===== src/rtl/seg_pkg.sv =====
// rtl/seg_pkg.sv - shared state type and sizing helpers for the segment serial driver
package seg_pkg;

  typedef enum logic [1:0] {IDLE, SHIFT, LATCH} seg_state_t;

  localparam int SEG_DATA_W = 64;
  localparam int SEG_IDX_W  = $clog2(SEG_DATA_W);

  // Counter width that stays legal (>=1 bit) for degenerate sizes.
  function automatic int idx_width(input int n);
    return (n > 1) ? $clog2(n) : 1;
  endfunction

endpackage


===== src/rtl/seg_serial_driver_refresh_timer.sv =====
// rtl/seg_serial_driver_refresh_timer.sv - free-running wrap counter with a one-cycle tick
module refresh_timer
  import seg_pkg::*;
#(
  parameter int CYCLES = 50000
) (
  input  logic clk,
  input  logic rst,
  output logic tick
);

  localparam int CW   = idx_width(CYCLES);
  localparam int LAST = (CYCLES > 0) ? CYCLES - 1 : 0;

  logic [CW-1:0] count;

  // With CYCLES == 0 the counter parks at zero and the tick is forced low.
  always_ff @(posedge clk) begin
    if (rst || count == CW'(LAST)) begin
      count <= '0;
    end else begin
      count <= count + 1'b1;
    end
  end

  assign tick = (CYCLES != 0) && (count == CW'(LAST));

endmodule


===== src/rtl/seg_serial_driver.sv =====
// rtl/seg_serial_driver.sv - snapshots the display word and shifts it into a 74HC595-style chain
module seg_serial_driver
  import seg_pkg::*;
#(
  parameter int DATA_W         = SEG_DATA_W,
  parameter int DIV            = 2,
  parameter int REFRESH_CYCLES = 50000,
  parameter bit INVERT         = 1'b0
) (
  input  logic              clk,
  input  logic              rst,
  input  logic [DATA_W-1:0] show_data,
  input  logic              update,
  output logic              seg_clk,
  output logic              seg_sout,
  output logic              seg_latch,
  output logic              seg_clrn,
  output logic              busy,
  output logic              done
);

  localparam int IDX_W = idx_width(DATA_W);
  localparam int PH_W  = idx_width(2 * DIV);
  localparam logic [PH_W-1:0] PH_LOW_END = PH_W'(DIV - 1);
  localparam logic [PH_W-1:0] PH_LAST    = PH_W'(2 * DIV - 1);

  seg_state_t        state;
  logic              pending;
  logic [DATA_W-1:0] shadow;
  logic [IDX_W-1:0]  bit_idx;
  logic [PH_W-1:0]   phase;
  logic              tick;
  logic              capture;
  logic [DATA_W-1:0] snap;

  refresh_timer #(.CYCLES(REFRESH_CYCLES)) u_refresh (
    .clk  (clk),
    .rst  (rst),
    .tick (tick)
  );

  assign snap = INVERT ? ~show_data : show_data;

  // A pending request is served from IDLE or straight off the last latch cycle,
  // so back-to-back frames keep busy high with no gap.
  assign capture = pending && ((state == IDLE) ||
                               (state == LATCH && phase == PH_LOW_END));

  always_ff @(posedge clk) begin
    if (rst) begin
      state     <= IDLE;
      pending   <= 1'b0;
      shadow    <= '0;
      bit_idx   <= '0;
      phase     <= '0;
      seg_clk   <= 1'b0;
      seg_sout  <= 1'b0;
      seg_latch <= 1'b0;
      seg_clrn  <= 1'b0;
      busy      <= 1'b0;
      done      <= 1'b0;
    end else begin
      seg_clrn <= 1'b1;
      done     <= 1'b0;

      if (capture) begin
        pending <= 1'b0;
      end else if (update || tick) begin
        pending <= 1'b1;
      end

      if (capture) begin
        shadow    <= snap;
        bit_idx   <= IDX_W'(DATA_W - 1);
        phase     <= '0;
        seg_sout  <= snap[DATA_W-1];
        seg_clk   <= 1'b0;
        seg_latch <= 1'b0;
        busy      <= 1'b1;
        state     <= SHIFT;
        if (state == LATCH) done <= 1'b1;
      end else begin
        case (state)
          IDLE: begin
            seg_sout <= 1'b0;
          end
          SHIFT: begin
            if (phase == PH_LAST) begin
              phase   <= '0;
              seg_clk <= 1'b0;
              if (bit_idx == '0) begin
                state     <= LATCH;
                seg_latch <= 1'b1;
                seg_sout  <= 1'b0;
              end else begin
                bit_idx  <= bit_idx - 1'b1;
                seg_sout <= shadow[bit_idx - 1'b1];
              end
            end else begin
              phase <= phase + 1'b1;
              if (phase == PH_LOW_END) seg_clk <= 1'b1;
            end
          end
          LATCH: begin
            if (phase == PH_LOW_END) begin
              state     <= IDLE;
              seg_latch <= 1'b0;
              busy      <= 1'b0;
              done      <= 1'b1;
            end else begin
              phase <= phase + 1'b1;
            end
          end
          default: state <= IDLE;
        endcase
      end
    end
  end

endmodule

===== config.mk =====
export PLATFORM = sky130hd
export DESIGN_NAME = seg_serial_driver
export DESIGN_NICKNAME = d
export VERILOG_FILES = /design/src/rtl/seg_pkg.sv /design/src/rtl/seg_serial_driver_refresh_timer.sv /design/src/rtl/seg_serial_driver.sv
export SDC_FILE = /design/constraint.sdc
export NUM_CORES = 1
export LEC_CHECK = 0
export ABC_AREA = 1
export BUFFER_PORTS_ARGS = -buffer_cell sky130_fd_sc_hd__buf_2
export CAP_MARGIN = 15
export CORE_UTILIZATION = 55
export CTS_CLUSTER_SIZE = 10
export DETAILED_ROUTE_END_ITERATION = 6
export PLACE_DENSITY = 0.78
export RECOVER_POWER = 100
export SLEW_MARGIN = 20
export SYNTH_ARGS = -nofsm -noshare
export SYNTH_HDL_FRONTEND = slang
export SYNTH_SLANG_ARGS = --single-unit

===== constraint.sdc =====
create_clock -name clk -period 4.3 [get_ports clk]
set_input_delay 0.645 -clock clk [delete_from_list [all_inputs] [get_ports clk]]
set_output_delay 0.645 -clock clk [all_outputs]
set_load 0.05 [all_outputs]

; ---- After elaboration in Yosys (flattened, before gate mapping)
; Index checks and enable logic that the tools add are counted.
[word_totals]
latchBits = 0
regBits = 97
mem_bits_ro = 0
mem_count = 0
ram_bits = 0
in_bits = 67
out_inout_bits = 6
elab_cells = 86
[classes]
n_addsub = 3
n_mul = 0
mux = 31
eq_ne = 14
div = 0
bitwise_logic = 1
magnitude_cmp = 1
shifts = 0
n_reduce_logical = 23
[op_table]
columns = operator, n
row1 = $mux 6, 4
row2 = $mux 1, 17
row3 = $add 16x1->16 const B, 1
row4 = $eq 16x16->1 const B, 1
row5 = $reduce_and 4->1, 3
row6 = $reduce_bool 2->1, 6
row7 = $mux 2, 5
row8 = $ne 2x2->1 const B, 5
row9 = $reduce_and 2->1, 4
row10 = $lt 6x7->1 const B, 1
row11 = $bmux 1 s6, 1
row12 = $logic_not 6->1, 1
row13 = $ne 3x3->1 const B, 2
row14 = $pmux 2 s3, 1
row15 = $sub 6x1->6 const B, 1
row16 = $eq 2x1->1 const B, 2
row17 = $eq 2x2->1 const B, 2
row18 = $pmux 1 s2, 2
row19 = $pmux 2 s2, 1
row20 = $logic_or 1x1->1, 3
row21 = $ne 3x2->1 const B, 1
row22 = $reduce_and 3->1, 1
row23 = $reduce_bool 3->1, 1
row24 = $add 2x1->2 const B, 1
row25 = other kinds (5), 6

; ---- Logic depth before layout (Yosys ltp)
; Gate-level depths: netlist (run 1).
[depth]
ltp_word = 7
ltp_mapped = 14
ltp_nobuf = 12

; ---- Hierarchy
; A second synthesis (run 1) with hierarchy kept.
[hier_totals]
cells_unflattened = 665
area_unflattened_um2 = 4525.6
[by_module_without_submodules]
columns = module, area_per_inst_um2, instances, seq_area_each_um2, cells_each
row1 = seg_serial_driver, 3666.0, 1, 1621.6, 535
row2 = refresh_timer, 859.6, 1, 320.3, 130

; ---- Least setup slack after synthesis (run 1)
; Ideal clock, no wire load.
[synth_path]
kind = reg-to-reg
startpoint = register bit_idx[0]
endpoint = register seg_sout
slack_ns = 2.373
required_time_ns = 4.180
path_buffers = 4
arrival_time_ns = 1.807
path_stages_with_launch = 15
setup_time_ns = 0.120
path_cell_list = dfxtp_1 -> buf_6 -> inv_4 -> buf_4 -> ha_1 -> buf_4 -> inv_2 -> buf_2 -> nand3_1 -> nand3_1 -> nand3_1 -> nand3_1 -> nand3_1 -> nand3_1 -> a21oi_1
[synth_via]
elab_chain_cells = 7
elab_cells_between_ends = 8
[synth_lines]
columns = element, line_no
row1 = "start, declared", seg_serial_driver.sv:30  ; logic [IDX_W-1:0] bit_idx;
row2 = "start signal, assigned", seg_serial_driver.sv:74  ; bit_idx <= IDX_W'(DATA_W - 1);
row3 = "start signal, assigned", seg_serial_driver.sv:96  ; bit_idx <= bit_idx - 1'b1;
row4 = $sub 6x1->6, seg_serial_driver.sv:97  ; seg_sout <= shadow[bit_idx - 1'b1];
row5 = $bmux 1 s6, seg_serial_driver.sv:97
row6 = $mux 1 (implied by the code), seg_serial_driver.sv:97
row7 = $mux 1 *, seg_serial_driver.sv:91  ; if (bit_idx == '0) begin
row8 = $mux 1 *, seg_serial_driver.sv:88  ; if (phase == PH_LAST) begin
row9 = $pmux 1 s2 *, seg_serial_driver.sv:83  ; case (state)
row10 = $mux 1 *, seg_serial_driver.sv:72  ; if (capture) begin
row11 = "end signal, assigned", seg_serial_driver.sv:76  ; seg_sout <= snap[DATA_W-1];
row12 = "end signal, assigned", seg_serial_driver.sv:97
row13 = "end, declared", seg_serial_driver.sv:15  ; output logic seg_sout,
; Mark *: on every way between the ends. The rest lies on a longest branch, timed or not. The select of a mux whose other input is x is not followed.
; A chain may end at the register's enable or synchronous reset.

; ---- Worst setup path after layout (run 1)
[layout_path]
startpoint = register phase[0]
endpoint = register seg_sout
[layout_via]
elab_chain_cells = 6
elab_cells_between_ends = 9
[layout_lines]
columns = element, line_no
row1 = "start, declared", seg_serial_driver.sv:31  ; logic [PH_W-1:0] phase;
row2 = "start signal, assigned", seg_serial_driver.sv:100  ; phase <= phase + 1'b1;
row3 = "start signal, assigned", seg_serial_driver.sv:111  ; phase <= phase + 1'b1;
row4 = $eq 2x1->1, seg_serial_driver.sv:47  ; (state == LATCH && phase == PH_LOW_END));
row5 = $logic_and 1x1->1, seg_serial_driver.sv:47
row6 = $logic_or 1x1->1, seg_serial_driver.sv:46  ; assign capture = pending && ((state == IDLE) ||
row7 = $logic_and 1x1->1, seg_serial_driver.sv:46
row8 = $ne 3x3->1 (no source line) or $reduce_bool 3->1 (tied branches), n/a
row9 = $reduce_and 2->1 (no source line), n/a
; Several ways; a longest one is shown, not always the timed one.

==> results of run 1 <==
-- registers in the layout, indices dropped and copies added (netlist names) --
name,flops
shadow,64
u_refresh.count,16
bit_idx,6
phase,2
state,2
busy,1
done,1
pending,1
seg_clk,1
seg_clrn,1
seg_latch,1
seg_sout,1
-- logic make-up after synthesis --
kind of cell               count (synthesis)  synth area share [%]
DFF                                       97                 44.65
AOI/OAI and AO/OA                         90                 10.82
adders and majority gates                  5                 1.438
and+or+nand+nor                          344                 33.63
xor gates and xnor gates                   9                 1.813
buffers and inverters                     71                 7.652
-- cell usage after synthesis, drive strengths merged --
master  instances  share of area [%]
a211oi          1               0.17
a21oi          15                1.7
a221oi          4               0.81
buf            22                3.3
clkbuf         11               0.95
clkinv          1               0.11
dfxtp          97                 45
ha              5                1.4
inv            37                3.3
nand2         107                9.3
nand3          69                8.2
nand3b          1               0.17
nand4           4               0.72
nor2          151                 13
nor3            6                1.2
nor3b           1               0.17
nor4            1               0.14
o21ai          69                7.9
o31ai           1               0.17
or2             4               0.58
xor2            9                1.8
-- worst max-delay path, cell delays in order (launching register included) --
cell	delay, ns
sky130_fd_sc_hd__dfxtp_1	0.40
sky130_fd_sc_hd__ha_1	0.19
sky130_fd_sc_hd__inv_1	0.07
sky130_fd_sc_hd__a21oi_1	0.13
sky130_fd_sc_hd__nand2_1	0.08
sky130_fd_sc_hd__inv_1	1.32
sky130_fd_sc_hd__nand2_1	0.20
sky130_fd_sc_hd__nand2_1	0.16
sky130_fd_sc_hd__inv_1	0.05
sky130_fd_sc_hd__a21oi_1	0.12
-- metrics by stage --
stage / worst slack, ns / area (µm²)
CTS: 2.030 / 4876
finish: 1.460 / 4867
detailed placement: 1.822 / 4673
floorplan: 2.373 / 4349
global placement: 1.947 / 4673
global route: 1.078 / 4867
-- where the power goes --
part           internal, W  switching, W  total [W]
clock network     0.000291      0.000321   0.000612
logic             0.000173      0.000294   0.000468
registers         0.000984     0.0000547    0.00104
total              0.00145      0.000670    0.00212
-- worst max path at each step --
stage / slack [ns] / end / cells past startpoint / startpoint
floorplan: 2.37 / seg_sout$_SDFFE_PP0P_ / 14 / bit_idx[0]$_SDFFE_PP0P_
global placement: 1.95 / u_refresh.count[11]$_SDFF_PP0_ / 5 / rst
detailed placement: 1.82 / u_refresh.count[11]$_SDFF_PP0_ / 5 / rst
CTS: 2.03 / seg_sout$_SDFFE_PP0P_ / 10 / bit_idx[0]$_SDFFE_PP0P_
global route: 1.08 / seg_sout$_SDFFE_PP0P_ / 9 / phase[0]$_SDFFE_PP0P_
finish: 1.46 / seg_sout$_SDFFE_PP0P_ / 9 / phase[0]$_SDFFE_PP0P_
-- routing by layer --
layer | vias to the layer above | track usage, % | wire, µm | share of wire (%)
li1 | 2092 | - | - | -
met1 | 1776 | 29.61 | 4468 | 47
met2 | 123 | 41.54 | 4412 | 46
met3 | 19 | 4.125 | 434 | 4.5
met4 | 0 | 11.24 | 242 | 2.5
met5 | - | 0 | 0 | 0
-- area by class of cell --
cell class,instances,area [µm²]
Fill cell,732,2820
Multi-Input combinational cell,448,2074
Sequential cell,97,1942
Timing Repair Buffer,75,374.1
Inverter,38,146.4
Clock buffer,11,141.4
Tap cell,102,127.6
Clock inverter,5,61.31
==> results, run 1 <==
- The floorplan has 32 rows.
- The final cell count without fillers is ~780.
- The placed wire-length estimate is between 6 and 7 mm.
- The worst hold path begins at u_refresh.count[0]$_SDFF_PP0_.
- The startpoint of the worst register-to-register path is phase[0]$_SDFFE_PP0P_.
- The total number of vias is between 4000 and 5000.
- The post-cts gate resize count is 0.
- The post-CTS setup repair buffer count is 0.
- The reported max-cap violation count is 1.
- For the worst setup path, the data arrival time is 3.13 ns.
- Sequential cells were found to cover about 45% of the synthesized design area.
- The cell count after placement is 760.
- The total number of clock tree sinks is slightly below 100.
- The via count of the first global-routing pass came to 3827.
- The first-pass GRT wire length is between 15 and 20 mm.
- The effective utilization at floorplan is 56.58%.
- The worst setup path is launched from a flip-flop.
- The critical path is of the flip-flop to flip-flop type.
- Leaving out fill and tap cells, the most frequent cell in the layout is sky130_fd_sc_hd__nor2_1.
- The data required time of the critical path is 4.59 ns.
- The peak fanout along the critical path is 66.
- In this run the tool buffered the top-level ports with 72 buffer cells.
- The worst setup slack for register-to-register paths is between 1 and 1.5 ns.
- The final antenna diode count is 0.
- The worst hold path endpoint is u_refresh.count[0]$_SDFF_PP0_.
- The total DRC errors in the routed layout is 0.
- The final reports fail on max-capacitance violations, max-slew violations.
- The areal power density over the cells is around 440 nW/µm².
- The flow ran to the end, but the final reports show violations.
- Setup violations remaining at the end of the flow were counted as 0.
- The worst-case headroom to the max-slew limit is -24.94%.
- VDD sags by at most roughly 0.19 mV.
- The clock tree skew after final layout is about 0.012 ns.
- The final count of hold timing violations is 0.
- Adding up every negative setup slack in the final design gives 0 ns.
- The final cycle utilization of the critical path is 66.05%.
- The detail-routed via count per cell is between 5 and 6.
- The remaining global-route overflow is 0.
- Entering global routing, the biggest net connects 69 pins.
- Setup repair after global routing left no endpoint under its margin.
- A synthesized cell averages around 7.1 µm².
- The number of buffers created by CTS is 9.
- Power comes to about 0.0021 W.
- The class of the tightest hold or removal check is flip-flop to flip-flop.
- Counting I/O delays and the setup requirement, the final critical path takes roughly 2.8 ns.
- The worst register-to-register path ends at seg_sout$_SDFFE_PP0P_.
- The die area is roughly 8300 µm².
- For this design the top-level I/O count stands at 73.
- After technology mapping, the gate count stands at around 600.
- The achievable frequency is roughly 350 MHz.
- For this run, the share of the core covered by cells in the final layout is between 60% and 70%.
- The routed design has 9.557 mm of wire.
- The later pin in the worst-skew pair is clocked with a latency of 0.37 ns.
- The detail route stage leaves a number of antenna-violating nets equal to 0.
- The max-slew violation total from the final report was between 60 and 70.
- Counting instances, the worst hold path has a depth of 1.
- The post-layout net count is ~740.
- The die boundary width is a little over 90 µm.
- The synthesized net count is around 690.
- The total of warnings raised by yosys is 0.
- The top cell types in the final layout, fill and taps aside, are 148 x sky130_fd_sc_hd__nor2_1, 106 x sky130_fd_sc_hd__nand2_1, 97 x sky130_fd_sc_hd__dfxtp_1.
- At the end of routability-driven placement, the weighted congestion stood at ~0.84.
- For this block, the initial DRC count from the detailed router was roughly 170.
- The relative area change from synthesis to final layout is 11.91%.
- The clock passes through at most 2 buffers.
- The number of antenna violations at the first check in global routing was 0.
- The number of storage elements in the synthesis netlist is 97.
- The clock tree synthesis step divided the H-tree into 3 levels.
- The clock tree root driver cell is sky130_fd_sc_hd__clkbuf_8.
- Global routing consumed, over all layers together, between 20% and 30% of the routing resources.
- The leakage power is between 2 and 2.5 nW.
- The cell area that synthesis handed to floorplanning was around 4300 µm².
- STA classifies the critical path endpoint as a flip-flop.
- At the pin with the least slew margin, the transition time is between 1.5 and 2 ns.
- The average detailed-routed wire length per instance is 12.32 µm.
- The number of iterations in the first detailed-routing pass is 4.
- The number of cells on the worst reg-to-reg path is 9.
- The clock tree from TritonCTS is built.
- The die is approximately 90 µm tall.
- The core region is between 7000 and 8000 µm².
- The number of distinct standard cells referenced by the synthesized netlist is 32.
- The hold-fix buffer count after cts is 0.
- After clock tree synthesis, the clock-pin slew on the worst setup and hold paths is ~0.090 ns.
- On the final layout, the worst hold slack is around 0.45 ns.
- The share of post-route cells with drive strength above 1 is 15.13%.
Power figures use the tool's default switching activity.
==> run 2: changes to the inputs <==
- ABC_AREA: 1 -> 0
- clock period: 4.3 -> 2.8 ns (I/O delays scaled with it)
==> run 2 against run 1 <==
  * The flow now finishes without violations
  * Combinational power rose by 4.9%
  * Clock-buffer cell count shrank 2
  * Clock skew is 0.0027 ns lower
  * Sequential power up 46%
  * Largest cell class unchanged
  * Largest power group unchanged
==> results, run 2 <==
- The total track usage is 22.60% (-1.7 points).
- The worst-case headroom to the max-slew limit is 26.50% (+51 points).
- The areal power density over the cells is 601.8 nW/µm² (+38%).
- The data arrival at the endpoint of the critical path is 2.69 ns (-0.44 ns).
- The effective utilization at floorplan is 58.01% (+1.4 points).
- The flow ran to the end, and the final reports show no timing, DRC or antenna violations.
- The final antenna diode count is 0 (unchanged).
- The largest voltage drop on the vdd net is 0.2764 mV (+49%).
- The sum of negative setup slack is 0 ns (unchanged).
- The final critical path time including I/O delays and setup is 2.439 ns (-0.4010 ns).
- The number of storage elements in the synthesis netlist is 97 (unchanged).
- The number of distinct standard cells referenced by the synthesized netlist is 47 (+47%).
- The clock network latency to the later pin of the worst-skew pair is 0.37 ns (about the same).
- The number of buffers created by CTS is 9 (unchanged).
- The placeable core region is 7370 µm² (-4.1%).
- From synthesis to final layout, the design area changed by 14.02%.
- Setup repair after global routing left no endpoint under its margin.
- The most frequent cell after synthesis is sky130_fd_sc_hd__nand2_1.
- The average detailed-routed wire length per instance is 13.41 µm (+8.9%).
- STA classifies the critical path startpoint as a flip-flop.
- The leakage power was 1.849 nW (-10%).
- The clock tree skew after final layout is 0.008967 ns (-0.002730 ns).
- The largest buffer count on any clock path is 2 (unchanged).
- The footprint of the flip-flops and latches is 1942 µm² (unchanged).
- The cell taking the most area after synthesis is sky130_fd_sc_hd__dfxtp_1.
- The most common cell after layout, fill and taps aside is sky130_fd_sc_hd__nand2_1.
- The min-delay analysis places its worst path in the category input port to flip-flop.
- The number of antenna violations at the first check in global routing is 0 (unchanged).
- The number of setup violations in the final report is 0 (unchanged).
- The category of the most critical setup path is flip-flop to flip-flop.
- The detail-routed via count per cell came to 5.443 (+5.3%).
- The total DRC errors in the routed layout is 0 (unchanged).
- The first-pass GRT wire length is 15.05 mm (-8.2%).
- The max-slew violation total from the final report is 0 (-100%).
- Ranked by instance count, the synthesized netlist is headed by 147 x sky130_fd_sc_hd__nand2_1, 97 x sky130_fd_sc_hd__dfxtp_1, 69 x sky130_fd_sc_hd__a21oi_1, 27 x sky130_fd_sc_hd__clkbuf_1, 22 x sky130_fd_sc_hd__nor2_1.
- The total number of vias came to 3560 (-11%).
- The cell count after placement was 638 (-16%).
- The gate count of the mapped netlist came to 492 (-20%).
- The clock tree from TritonCTS is built.
- In the final layout, the registers with the most flip-flops are shadow: 64 flops, u_refresh.count: 16 flops, bit_idx: 6 flops.
- The hold-fix buffer count after cts is 0 (unchanged).
- The via count of the first global-routing pass was 3249 (-15%).
- The per-instance average area after synthesis came to 8.690 µm² (+23%).
- The chip height was 90.17 µm (-0.84%).
- The post-CTS setup repair buffer count came to 0 (unchanged).
- The part of the power in registers is 51.7% (+2.7 points).
- Sorting the synthesized cells by area gives the leading types as sky130_fd_sc_hd__dfxtp_1 45%, sky130_fd_sc_hd__nand2_1 13%, sky130_fd_sc_hd__a21oi_1 8.1%.
- The worst setup slack for register-to-register paths is 0.36 ns (-1.10 ns).
- The startpoint of the lowest-slack hold path is show_data[55].
- The share of the synthesized area in the top cell type is 45.42% (+0.77 points).
- The clock tree root driver cell is sky130_fd_sc_hd__clkbuf_8.
- The number of flip-flops in the largest register is 64 (unchanged).
- The reported max-cap violation count is 0 (-1).
- The combined area of all synthesized cells is 4275 µm² (-1.7%).
- The maximum number of pins on one net before global-route repair is 78 (+13%).
- In the layout the commonest cells are 147 x sky130_fd_sc_hd__nand2_1, 97 x sky130_fd_sc_hd__dfxtp_1, 69 x sky130_fd_sc_hd__a21oi_1.
- The number of filler instances in the final layout is 637 (-13%).
- The final count of hold timing violations is 0 (unchanged).
- The post-cts gate resize count came to 0 (unchanged).
- The final cell count without fillers is 654 (-16%).
- The actual transition at the worst max-transition pin is 1.100 ns (-0.7742 ns).
- The die area is 8130 µm² (-1.7%).
- The clock-pin slew reported for the worst setup and hold paths after clock tree synthesis came to 0.10 ns (about the same).
- The remaining global-route overflow is 0 (unchanged).
- The standard-cell row count is 31 (-3.1%).
- The async set-or-reset flop fraction in the synthesized netlist is 0% (unchanged).
- The peak fanout along the critical path is 9 (-86%).
- The die boundary width is 90.17 µm (-0.84%).
- The wire length after detailed routing is 8.770 mm (-8.2%).
- The multi-input logic area is 2155 µm² (+3.9%).
- The number of flops mapped to enable cells by yosys was 0 (unchanged).
- The startpoint of the worst register-to-register path is bit_idx[1]$_SDFFE_PP0P_.
- The number of I/O port buffers is 72 (unchanged).
- The initial DRC count came to 165 (unchanged).
- The data required time of the critical path is 3.05 ns (-1.54 ns).
- The share of total power in the clock network is 31.6% (+2.7 points).
- The share of post-route cells with drive strength above 1 came to 20.00% (+4.9 points).
- The CTS H-tree depth is 3 (unchanged).
- The achievable frequency was 410.0 MHz (+16%).
- The weighted congestion reported at the end of routability-driven placement was 0.8421 (+0.24%).
- The total of warnings raised by yosys came to 0 (unchanged).
- The synthesized net count is 564 (-18%).
- The placed wire-length estimate is 6.266 mm (-4.7%).
- The post-layout net count came to 622 (-16%).
- The final cycle utilization of the critical path is 87.11% (+21 points).
- The internal power summed over all cells is 0.002098 W (+45%).
- The net switching fraction of the power is 28.48% (-3.2 points).
- The total number of clock tree sinks was 97 (unchanged).
- The critical path starts at bit_idx[1]$_SDFFE_PP0P_.
- The largest register by flop count is shadow.
- The number of routed nets with antenna violations was 0 (unchanged).
- The most common flop cell mapped by yosys is sky130_fd_sc_hd__dfxtp_1.
- The sequential cell area fraction in the yosys report is 45.42% (+0.77 points).
- The part of the total power dissipated in combinational logic is 16.7% (-5.4 points).
- The number of iterations in the first detailed-routing pass came to 4 (unchanged).
- The worst setup path is captured at a flip-flop.
- The number of primary I/O pins is 73 (unchanged).
- The net switching power was 0.0008353 W (+25%).
[run 2: changes by cell type in the layout (fill, tap and decap cells not counted), sizes merged, moves of 9 or more]
cell   change
nor3      +10
a21oi     +54
xnor2      +9
mux4      +18
o21ai     -67
nor2     -128
nand3     -59
nand2     +40
inv       -30
[run 2: power groups by stage]
stage / clock network [W] / logic, W / registers (W)
2_1_floorplan: 0 / 0.000367 / 0.00153
3_3_place_gp: 0 / 0.000483 / 0.00154
3_5_place_dp: 0 / 0.000497 / 0.00155
4_1_cts: 0.000937 / 0.000501 / 0.00151
5_1_grt: 0.00100 / 0.000548 / 0.00153
6_report: 0.000927 / 0.000491 / 0.00152
[run 2: logic make-up after synthesis]
family / share of synthesized area, %
simple gates: 21.48
flops: 45.42
compound gates: 12.26
buf+inv: 4.009
xor+xnor: 4.741
mux: 10.62
fa+ha+maj: 1.463
[run 2: path summary, 6_finish.rpt]
kind,cells past startpoint,to
max,6,seg_sout$_SDFFE_PP0P_
min,3,shadow[55]$_SDFFE_PP0P_
max reg2reg,6,seg_sout$_SDFFE_PP0P_
min reg2reg,2,shadow[21]$_SDFFE_PP0P_
[run 2: layout make-up]
cell class,count,area share (%)
clock buffers,9,2.541
well taps,99,2.541
flip-flops and latches,97,39.84
multi-input cells,354,44.20
repair buffers,80,8.676
inverters,8,0.6160
clock inverters,7,1.591
[run 2: routing by layer]
metal / vias up / global-route usage, % / share of wire [%]
li1: 1801 / - / -
met1: 1648 / 31.60 / 47
met2: 97 / 35.05 / 47
met3: 14 / 4.822 / 4.5
met4: 0 / 7.124 / 1.5
met5: - / 0 / 0
[run 2: critical path, cell delays in order, from the launching register on]
cell                       delay, ns
sky130_fd_sc_hd__dfxtp_1        0.38
sky130_fd_sc_hd__inv_1          0.08
sky130_fd_sc_hd__ha_1           0.51
sky130_fd_sc_hd__mux4_2         0.55
sky130_fd_sc_hd__mux4_2         0.48
sky130_fd_sc_hd__a32oi_1        0.24
sky130_fd_sc_hd__o211ai_2       0.10
[run 2: per-stage QoR]
step / total power (W) / util [%] / worst slack (ns) / hold slack [ns] / area [µm²]
floorplan: 0.001900 / - / 0.06178 / 0.4263 / 4275
global placement: 0.002027 / 63.70 / 0.4253 / 0.4402 / 4695
detailed placement: 0.002043 / 63.70 / 0.3582 / 0.4475 / 4695
CTS: 0.002952 / 66.43 / 0.3363 / 0.2702 / 4896
global route: 0.003077 / 66.15 / 0.2231 / 0.2729 / 4875
finish: 0.002933 / 66.15 / 0.3610 / 0.2772 / 4875
==> run 3: changes to the inputs <==
- REMOVE_ABC_BUFFERS: unset -> 1
==> run 3 against run 2 <==
  * The run now ends with max-capacitance violations, max-slew violations left
  * Die area did not move
  * Power rose by 5.3%
  * Highest routed layer unchanged
  * Combinational power rose by 1%
  * Global-route usage rose by 0.32 points
  * Clock power rose by 17%
  * Critical path depth did not move
  * Clock skew rose by 0.0028 ns
  * Worst hold slack improved by 0.0024 ns
==> results, run 3 (synthesis gave the netlist of run 2 again) <==
- The share of post-route cells with drive strength above 1 came to 19.53% (-0.47 points).
- The checks that failed: max-capacitance violations, max-slew violations.
- By startpoint and endpoint, the worst setup path is classified as flip-flop to flip-flop.
- The total number of vias is 3477 (-2.3%).
- The die boundary width came to 90.17 µm (unchanged).
- The register with the most flip-flops in the final layout is shadow.
- The effective utilization at floorplan is 58.01% (unchanged).
- The part of the total power dissipated in combinational logic came to 16.1% (-0.6 points).
- The post-cts gate resize count was 0 (unchanged).
- The actual transition at the worst max-transition pin is 1.511 ns (+0.4117 ns).
- The number of buffers created by CTS was 9 (unchanged).
- The largest buffer count on any clock path is 2 (unchanged).
- The net switching power was 0.0008023 W (-4.0%).
- The initial DRC count is 149 (-9.7%).
- The flow ran to the end, but the final reports show violations.
- The max-slew violation total from the final report is 78 (+78).
- The longest individual stage delay on the worst path was 0.57 ns (+0.02 ns).
- The areal power density over the cells is 630.4 nW/µm² (+4.8%).
- The via count of the first global-routing pass is 3291 (+1.3%).
- The slowest stage of the critical path belongs to the cell sky130_fd_sc_hd__ha_1.
- The net switching fraction of the power came to 25.96% (-2.5 points).
- The final cycle utilization of the critical path is 91.34% (+4.2 points).
- The number of primary I/O pins is 73 (unchanged).
- The number of setup violations in the final report was 0 (unchanged).
- The class of the tightest hold or removal check is input port to flip-flop.
- The share of total power in the clock network is 35.0% (+3.4 points).
- The remaining global-route overflow is 0 (unchanged).
- The die area came to 8130 µm² (unchanged).
- The kind of end point of the critical path is a flip-flop.
- The multi-input logic area is 2151 µm² (-0.17%).
- The clock-pin slew reported for the worst setup and hold paths after clock tree synthesis was 0.09 ns (about the same).
- The wire length after detailed routing came to 8.907 mm (+1.6%).
- The final antenna diode count came to 0 (unchanged).
- The final count of hold timing violations is 0 (unchanged).
- The largest registers in the layout are shadow: 64 flops, u_refresh.count: 16 flops, bit_idx: 6 flops.
- The clock tree root driver cell is sky130_fd_sc_hd__clkbuf_8.
- The final critical path time including I/O delays and setup is 2.558 ns (+0.1186 ns).
- The startpoint class of the critical path is a flip-flop.
- The CTS H-tree depth came to 3 (unchanged).
- The maximum number of pins on one net before global-route repair came to 78 (unchanged).
- The clock tree from TritonCTS is built.
- The placeable core region is 7370 µm² (unchanged).
- The clock network latency to the later pin of the worst-skew pair is 0.37 ns (about the same).
- By instance count, the cell type seen most on the critical path is sky130_fd_sc_hd__mux4_2.
- The final cell count without fillers was 652 (-0.31%).
- The cell count after placement is 637 (-0.16%).
- The post-layout net count was 621 (-0.16%).
- The critical path goes through inv_1 -> ha_1 -> mux4_2 -> mux4_2 -> a32oi_1 -> o211ai_2.
- The data required time of the critical path was 3.04 ns (about the same).
- The hold-fix buffer count after cts is 0 (unchanged).
- The number of routed nets with antenna violations was 0 (unchanged).
- The most common cell after layout, fill and taps aside is sky130_fd_sc_hd__nand2_1.
- The chip height is 90.17 µm (unchanged).
- The placed wire-length estimate is 6.181 mm (-1.4%).
- The leakage power was 1.872 nW (+1.2%).
- Relative to the synthesized area, the layout overhead comes to 14.66%.
- The worst-case headroom to the max-slew limit came to -0.7663% (-27 points).
- The weighted congestion reported at the end of routability-driven placement is 0.8530 (+1.3%).
- The number of antenna violations at the first check in global routing came to 0 (unchanged).
- Setup repair after global routing left no endpoint under its margin.
- The largest voltage drop on the vdd net is 0.3665 mV (+33%).
- The internal power summed over all cells is 0.002288 W (+9.1%).
- The first-pass GRT wire length is 15.01 mm (-0.27%).
- The library cells used most frequently in the layout, excluding fill and tap cells, are 147 x sky130_fd_sc_hd__nand2_1, 97 x sky130_fd_sc_hd__dfxtp_1, 69 x sky130_fd_sc_hd__a21oi_1.
- The number of flip-flops in the largest register came to 64 (unchanged).
- The detail-routed via count per cell was 5.333 (-2.0%).
- The average detailed-routed wire length per instance came to 13.66 µm (+1.9%).
- The sum of negative setup slack was 0 ns (unchanged).
- The peak fanout along the critical path is 9 (unchanged).
- The reported max-cap violation count is 1 (+1).
- The achievable frequency is 391.0 MHz (-4.6%).
- The number of iterations in the first detailed-routing pass is 4 (unchanged).
- The number of filler instances in the final layout is 645 (+1.3%).
- The number of I/O port buffers is 72 (unchanged).
- The part of the power in registers is 48.9% (-2.8 points).
- The standard-cell row count is 31 (unchanged).
- The total DRC errors in the routed layout was 0 (unchanged).
- The total number of clock tree sinks is 97 (unchanged).
- The post-CTS setup repair buffer count is 0 (unchanged).
- The total track usage is 22.92% (+0.32 points).
- The clock tree skew after final layout was 0.01174 ns (+0.002769 ns).
- The worst setup slack for register-to-register paths is 0.24 ns (-0.12 ns).
- The footprint of the flip-flops and latches was 1942 µm² (unchanged).
- The data arrival at the endpoint of the critical path is 2.80 ns (+0.11 ns).
## run 3: path summary, 6_finish.rpt
path,startpoint,to,cells after the start
worst min register to register,shadow[54]$_SDFFE_PP0P_,shadow[54]$_SDFFE_PP0P_,2
worst min-delay path,show_data[46],shadow[46]$_SDFFE_PP0P_,3
worst max register to register,bit_idx[1]$_SDFFE_PP0P_,seg_sout$_SDFFE_PP0P_,6
worst max-delay path,bit_idx[1]$_SDFFE_PP0P_,seg_sout$_SDFFE_PP0P_,6
## run 3: per-layer routing
layer | share of wire [%] | wire, µm | up-vias | GRT usage (%)
li1 | - | - | 1790 | -
met1 | 47 | 4170 | 1604 | 30.57
met2 | 48 | 4243 | 75 | 37.28
met3 | 4.1 | 368 | 8 | 3.976
met4 | 1.4 | 125 | 0 | 8.602
met5 | 0 | 0 | - | 0
## run 3: critical path, delay by kind of cell (launching register included)
family / cells / cell delay (ns)
adders and majority gates: 1 / 0.57
muxes: 2 / 1.04
buffers and inverters: 1 / 0.09
DFF: 1 / 0.40
AOI/OAI and AO/OA: 2 / 0.34
## run 3: stage by stage
step | total power, W | setup slack [ns] | hold slack, ns | area, µm² | util, %
2_1_floorplan | 0.001867 | -0.2723 | 0.4255 | 4134 | -
3_3_place_gp | 0.002025 | 0.3728 | 0.4410 | 4687 | 63.60
3_5_place_dp | 0.002043 | 0.2861 | 0.4442 | 4687 | 63.60
4_1_cts | 0.003117 | 0.2743 | 0.2731 | 4928 | 66.88
5_1_grt | 0.003234 | 0.1912 | 0.2736 | 4902 | 66.52
6_report | 0.003090 | 0.2424 | 0.2796 | 4902 | 66.52
## run 3: layout make-up
class	instances	area share, %
Multi-Input combinational cell	354	43.87
Tap cell	99	2.527
Timing Repair Buffer	79	8.448
Clock buffer	10	2.808
Inverter	8	0.6126
Sequential cell	97	39.61
Clock inverter	5	2.118
## run 3: power groups by stage
stage | Clock, W | Combinational [W] | Sequential, W
after detailed placement | 0 | 0.000499 | 0.00154
after global placement | 0 | 0.000484 | 0.00154
after floorplan | 0 | 0.000318 | 0.00155
final | 0.00108 | 0.000497 | 0.00151
after global routing | 0.00116 | 0.000549 | 0.00152
after CTS | 0.00110 | 0.000503 | 0.00151
